### src/rtl/stopwatch_timebase.sv
// stopwatch_timebase
//   Timebase for the stopwatch display path. Takes the control FSM's mode
//   levels, runs a fractional prescaler (step 1 or 10 per clock against
//   TICK_DIV) and advances a packed BCD elapsed-time counter on each base tick.
//
//   State table:
//     state    | meaning
//     ST_CLR   | prescaler and digits forced to zero
//     ST_RUN1  | counting, prescaler step 1
//     ST_RUN10 | counting, prescaler step 10
//     ST_HOLD  | prescaler and digits frozen
//
//   Ports:
//     clk        system clock
//     rst        synchronous active-high reset
//     run_1x     count at base rate (level)
//     run_10x    count at ten times base rate (level)
//     pause_cmd  hold count and prescaler (level)
//     clear_cmd  zero count and prescaler (level)
//     digits     packed BCD, digit 0 in [3:0]
//     tick       one-cycle pulse on every digits increment
//     ovf        one-cycle pulse when digits wraps all-9s -> all-0s
//     running    registered state is ST_RUN1 or ST_RUN10
//
//   Optional (macro STOPWATCH_LAP_EN):
//     lap_cmd    rising edge while running captures the updated digits
//     lap_digits captured lap time
//     lap_valid  a lap has been captured since the last clear/reset

module stopwatch_timebase #(
    parameter int TICK_DIV = 100000,
    parameter int DIGITS   = 4
) (
    input  logic                  clk,
    input  logic                  rst,
    input  logic                  run_1x,
    input  logic                  run_10x,
    input  logic                  pause_cmd,
    input  logic                  clear_cmd,
`ifdef STOPWATCH_LAP_EN
    input  logic                  lap_cmd,
    output logic [4*DIGITS-1:0]   lap_digits,
    output logic                  lap_valid,
`endif
    output logic [4*DIGITS-1:0]   digits,
    output logic                  tick,
    output logic                  ovf,
    output logic                  running
);

    localparam int PW = $clog2(TICK_DIV + 10);

    localparam logic [1:0] ST_CLR   = 2'd0;
    localparam logic [1:0] ST_RUN1  = 2'd1;
    localparam logic [1:0] ST_RUN10 = 2'd2;
    localparam logic [1:0] ST_HOLD  = 2'd3;

    localparam logic [PW-1:0] DIV = PW'(TICK_DIV);

    logic [1:0]          state;
    logic [1:0]          mode;
    logic [PW-1:0]       pres;
    logic [PW-1:0]       pres_sum;
    logic [PW-1:0]       pres_next;
    logic [4*DIGITS-1:0] digits_inc;
    logic [4*DIGITS-1:0] digits_next;
    logic                inc_carry;
    logic                tick_next;
    logic                ovf_next;

    // Mode decode: clear > pause > 10x > 1x, otherwise hold.
    always_comb begin
        mode = ST_HOLD;
        if (clear_cmd)
            mode = ST_CLR;
        else if (pause_cmd)
            mode = ST_HOLD;
        else if (run_10x)
            mode = ST_RUN10;
        else if (run_1x)
            mode = ST_RUN1;
    end

    // Ripple BCD increment; carry left over after the top digit means all-9s.
    always_comb begin
        digits_inc = digits;
        inc_carry  = 1'b1;
        for (int i = 0; i < DIGITS; i++) begin
            if (inc_carry) begin
                if (digits[4*i +: 4] == 4'd9) begin
                    digits_inc[4*i +: 4] = 4'd0;
                end else begin
                    digits_inc[4*i +: 4] = digits[4*i +: 4] + 4'd1;
                    inc_carry            = 1'b0;
                end
            end
        end
    end

    // pres < TICK_DIV always holds, so pres + 10 fits in PW bits.
    always_comb begin
        pres_sum    = pres + ((mode == ST_RUN10) ? PW'(10) : PW'(1));
        pres_next   = pres;
        digits_next = digits;
        tick_next   = 1'b0;
        ovf_next    = 1'b0;
        case (mode)
            ST_CLR: begin
                pres_next   = '0;
                digits_next = '0;
            end
            ST_RUN1, ST_RUN10: begin
                if (pres_sum >= DIV) begin
                    pres_next   = pres_sum - DIV;
                    digits_next = digits_inc;
                    tick_next   = 1'b1;
                    ovf_next    = inc_carry;
                end else begin
                    pres_next   = pres_sum;
                end
            end
            default: ;
        endcase
    end

    always_ff @(posedge clk) begin
        if (rst) begin
            state  <= ST_CLR;
            pres   <= '0;
            digits <= '0;
            tick   <= 1'b0;
            ovf    <= 1'b0;
        end else begin
            state  <= mode;
            pres   <= pres_next;
            digits <= digits_next;
            tick   <= tick_next;
            ovf    <= ovf_next;
        end
    end

    assign running = (state == ST_RUN1) || (state == ST_RUN10);

`ifdef STOPWATCH_LAP_EN
    logic lap_q;

    // Capture uses the post-update digits so the lap value matches the display
    // on the cycle lap_valid is seen.
    always_ff @(posedge clk) begin
        if (rst) begin
            lap_q      <= 1'b0;
            lap_digits <= '0;
            lap_valid  <= 1'b0;
        end else begin
            lap_q <= lap_cmd;
            if (mode == ST_CLR) begin
                lap_digits <= '0;
                lap_valid  <= 1'b0;
            end else if (lap_cmd && !lap_q && running) begin
                lap_digits <= digits_next;
                lap_valid  <= 1'b1;
            end
        end
    end
`endif

endmodule

### config.mk
export PLATFORM = sky130hd
export DESIGN_NAME = stopwatch_timebase
export DESIGN_NICKNAME = d
export VERILOG_FILES = /design/src/rtl/stopwatch_timebase.sv
export SDC_FILE = /design/constraint.sdc
export NUM_CORES = 1
export LEC_CHECK = 0
export CORE_UTILIZATION = 55
export CTS_CLUSTER_SIZE = 40
export DETAILED_ROUTE_END_ITERATION = 12
export GPL_ROUTABILITY_DRIVEN = 0
export PLACE_DENSITY = 0.87
export RECOVER_POWER = 100
export SLEW_MARGIN = 20
export SYNTH_ARGS = -nofsm -noshare
export SYNTH_HDL_FRONTEND = slang
export SYNTH_SLANG_ARGS = --single-unit
### constraint.sdc
create_clock -name clk -period 6.1 [get_ports clk]
set_input_delay 1.83 -clock clk [delete_from_list [all_inputs] [get_ports clk]]
set_output_delay 1.83 -clock clk [all_outputs]
set_load 0.01 [all_outputs]
Word-level counts from Yosys, hierarchy flattened
Cells that the tools add are included.

cells by class
  add/sub/neg operators = 6
  reduce and logical (&&, ||, !) cells = 10
  bitwise logic cells = 3
  equal/unequal tests = 12
  magnitude comparators = 1
  multiplexer cells = 23

operators with widths
  kind                                                                    number
  17-bit one-hot mux with 2 select lines                                  1
  4-bit 2-to-1 mux                                                        8
  16-bit one-hot mux with 2 select lines                                  1
  17-bit by 4-bit adder with 17-bit output                                1
  17-bit greater-or-equal comparator (second input constant)              1
  17-bit 2-to-1 mux                                                       1
  17-bit subtractor (second input constant)                               1
  4-bit by 1-bit adder with 4-bit output (second input constant)          4
  4-bit equality test (second input constant)                             4
  16-bit 2-to-1 mux                                                       1
  3-bit AND reduction                                                     3
  2-bit 2-to-1 mux                                                        4
  2-bit != test (second input constant)                                   4
  1-bit 2-to-1 mux                                                        7
  2-bit by 1-bit equality test with 1-bit output (second input constant)  2
  2-bit equality test (second input constant)                             2
  2-bit OR reduction                                                      2
  4-bit OR reduction                                                      1
  1-bit NOT                                                               3
  2-bit logical NOT                                                       1
  2-bit AND reduction                                                     1
  2-bit nonzero test                                                      1
  1-bit logical OR                                                        1

storage, ports and cells
  register bits after elaboration = 37
  logic and storage cells = 63
  output and inout bits = 19
  input bits = 6

Depth between registers and ports, before layout
  word-level depth = 10
  mapped depth = 20

Worst setup path before layout
No wires, ideal clock.

  path type = input-to-reg
  start point = in run_10x
  end point = reg digits[13]
  path slack = 465 ps
  arrival = 5548 ps
  data required time = 6013 ps
  path buffers = 1
  stages = 20
  cell sequence = nor2_1 a21o_1 inv_1 ha_1 inv_1 ha_1 fa_1 a31o_2 nand2_1 nor2_1 xnor2_1 ha_1 a311o_1 and4b_1 a21o_4 a21oi_4 buf_6 a21oi_1 or4_1 o31ai_1

between the ends
  word-level cells in the longest chain between the ends = 9

RTL lines
  element                                   RTL line  RTL
  start: declaration                        37        input logic run_10x,
  2-bit 2-to-1 mux (*)                      78        else if (run_10x)
  2-bit 2-to-1 mux (*)                      76        else if (pause_cmd)
  2-bit 2-to-1 mux (*)                      74        if (clear_cmd)
  named net mode[1]                         61        logic [1:0] mode;
  2-bit equality test                       102, 107
  4-bit 2-to-1 mux                          102       pres_sum = pres + ((mode == ST_RUN10) ? PW'(10) : PW'(1));
  17-bit by 4-bit adder with 17-bit output  102
  17-bit greater-or-equal comparator        113       if (pres_sum >= DIV) begin
  2-bit != test (no line)                   n/a
  3-bit AND reduction (no line)             n/a
  end signal: assignment                    136       digits <= digits_next;
  end: declaration                          45        output logic [4*DIGITS-1:0] digits,

The timed path passes the listed nets; every way through them passes the cells marked *.
A chain may end at the register's enable or synchronous reset.

Worst setup path after layout
  start point = in run_10x
  end point = reg digits[10]

Same word-level chain as after synthesis.

==> results.md <==
* Status: finished clean
* Setup_tns at 0 ns
* GRT Resource Usage Total at 26.6%
* F_max at 170 MHz
* Logic pwr share at 12.3%
* Post-CTS Hold Buffers at 0
* Commonest cells post-synth: 37 x dfxtp_1, 34 x nor2_1, 25 x nand2_1
* Yosys reg bits at 37
* Post CTS Setup Buffer Count at 0
* DR pass1 iterations at 5
* CP Max Fanout at 9
* Post-synth EDFFs at 0
* Post-Synth XOR/XNOR Area at 5.11%
* Reg-to-Reg End: digits[10]
* Port bufs at 24
* Clock root buffer: clkbuf_8
* Placed cells at 430
* H-tree Lvls at 2
* Num rows at 25
* Die height at 72.6 um
* Top cells by area, synth: dfxtp_1 27%, ha_1 6.8%, nor2_1 4.7%
* DRT Wirelength at 6750 um
* PD cells at 170 nW/um^2
* TritonCTS buffer count at 5
* Clk buf depth at 2
* Met1 Use GR at 34.6%
* Required time of the critical path at 6.33 ns
* First-pass GRT wire length at 11,100 um
* Setup CP Type: in2reg
* Synth Area in Compound Gates at 23.2%
* Slowest cell on crit path: clkdlybuf4s50_1
* Area share of the largest cell type after synthesis at 27.0%
* Most common cell in the netlist: dfxtp_1
* DR iter-0 viols at 205
* Hold Path End: pres[16]
* Placed Area at 3060 sq um
* Crit path arrival time at 6.12 ns
* Clock skew at 0.00524 ns
* Simple-gate portion of the synthesized area at 29.8%
* Core footprint at 4750 sq um
* Initial antenna violation count at 0
* Post-CTS Resized at 0
* Final period util at 96.5%
* Syn avg cell area at 7.97 sq um
* Flop2flop setup slack at 2.46 ns
* Worst hold start: pres[16]
* Register share of total power at 45.5%
* Post-synth top flop: dfxtp_1
* M2 GR Usage at 43.2%
* Synth Warn # at 0
* Worst reg2reg path depth at 15
* Final Util at 67.6%
* R2R Path Start: pres[0]
* Layout area overhead at 17.3%
* Largest family of logic cells by synthesized area: simple AND/OR/NAND/NOR gates
* Layout Cells excl Fill at 438
* Peak supply drop at 152 uV
* CTS tree: built
* Slowest cell delay on critical path at 0.48 ns
* CTS clock-pin slew for the worst setup and hold paths at 0.08 ns
* Asr flop ratio synth at 0%
* Worst-margin pin slew at 1.20 ns
* I/O Pins at 25
* Pre-CTS setup slack at -0.0984 ns
* Synthesized-area fraction occupied by adder cells at 7.58%
* CP Cell Sequence: clkdlybuf4s50_1 > nor2_1 > a21o_1 > inv_1 > ha_1 > inv_1 > ha_1 > fa_2 > a31o_2 > nand2_1 > nor2_1 > xnor2_1 > ha_2 > a311o_1 > and4b_2 > a21o_4 > a21oi_4 > buf_4 > nand3_1 > or3_1 > o21ai_1
* Slew HR at 19.8%
* Sw frac at 26.0%
* Final Setup Violations at 0
* Max Slew Vio Count at 0
* CP Capture Type: flip-flop
* Diode count at 0
* Post-Synthesis Cell Area at 2740 sq um
* Clk sinks at 37
* Die area at 5270 sq um
* Fin crit period at 5.89 ns
* Vias in the first global route at 2,447
* Post-synthesis sequential area ratio at 27.0%
* Die width at 72.6 um
* Area leader, netlist: dfxtp_1
* Max_cap viols at 0
* Hold slack final at 0.468 ns
* P_leak at 1.15 nW
* Drt drc at 0
* Total power at 0.547 mW
* ANT nets after route at 0
* Final HPWL DP at 4620 um
* Worst-Skew Late Latency at 0.30 ns
* HP Class: reg2reg
* CP Launch Type: primary input
* Yosys cell types at 65
* Layout cells sized above 1 at 9.70%
* Syn_nets at 366
* Hold Path Stages at 2
* Clock share of power at 42.2%
* Via density at 6.25
* Via count at 2,739
* M3 GR Usage at 4.56%
* PnR worst setup slack at 0.214 ns
* Top Usage Layer GRT: met2
* Final hold vios at 0
* Fin nets at 392
* Effective utilization at floorplan at 57.6%
* Proportion of synthesized area in mux cells at 1.83%
* Largest net degree at the start of global routing at 28
* Layout Cell Area excl Fill at 3210 sq um
* Int Power at 0.404 mW
* Synth Instances at 344
* GRT overflow at 0
* Sw power at 0.142 mW
* WL/cell at 15.4 um
-- logic make-up (layout without fill, tap and decap cells) --
logic type,after synthesis,count (layout)
xor+xnor,16,16
simple gates,146,146
buf+inv,33,60
fa+ha+maj,16,16
flops,37,37
compound gates,91,91
mux,5,5
-- layout by cell type (no fill, tap or decap), types with 3 or more instances in the layout --
cell type	Yosys	layout
dfxtp_1	37	37
nor2_1	34	34
nand2_1	25	25
a21oi_1	22	22
dlygate4sd3_1	0	20
nand3_1	19	19
inv_1	18	18
o21ai_0	16	16
ha_1	15	14
or3_1	12	12
nor2b_1	11	11
xnor2_1	9	9
buf_4	3	9
a31oi_1	9	8
xor2_1	7	7
nand2b_1	7	7
a21o_1	6	6
nand3b_1	6	6
clkbuf_8	0	6
mux2i_1	5	5
nand4_1	5	5
or4_1	5	5
nor3_1	4	4
a211oi_1	4	4
clkdlybuf4s50_1	0	4
nor4_1	4	3
o31ai_1	3	3
-- sequential cells by signal, summed over array words and instances (netlist names) --
register,flops
tick,1
ovf,1
pres,17
digits,16
state,2
-- power by group through the flow --
stage / Clock (mW) / Sequential [mW] / Combinational, mW
after floorplan: 0 / 0.254 / 0.0441
after global placement: 0 / 0.254 / 0.0638
after detailed placement: 0 / 0.254 / 0.0655
after CTS: 0.231 / 0.249 / 0.0663
after global routing: 0.242 / 0.249 / 0.0750
final: 0.231 / 0.249 / 0.0672
-- layer usage --
layer | vias to the layer above | routed length [um]
li1 | 1305 | -
met1 | 1294 | 2890
met2 | 112 | 3140
met3 | 28 | 490
met4 | 0 | 222
met5 | - | 0
-- how the worst max path moves through the flow --
stage	start	to	slack, ns
after floorplan	run_10x	digits[13]	0.46
after detailed placement	run_10x	pres[14]	-0.1
after CTS	run_10x	pres[14]	0.16
final	run_10x	digits[10]	0.21
after global placement	run_10x	pres[14]	0.10
after global routing	run_10x	pres[14]	-0.01
-- worst max-delay path, delay by kind of cell --
family,cells,cell delay (ns)
buffers and inverters,4,0.86
and+or+nand+nor,6,0.91
xor gates and xnor gates,1,0.16
AOI/OAI and AO/OA,6,1.42
adders and majority gates,4,0.95
-- area by class of cell --
type	count	area (sq um)
timing repair buffer	34	312
multi-input combinational	274	1890
fill	394	1540
tap	67	83.8
clock inverter	2	37.5
sequential	37	741
clock buffer	6	82.6
inverter	18	67.6
Note: power is estimated with default switching activity, not from simulation.
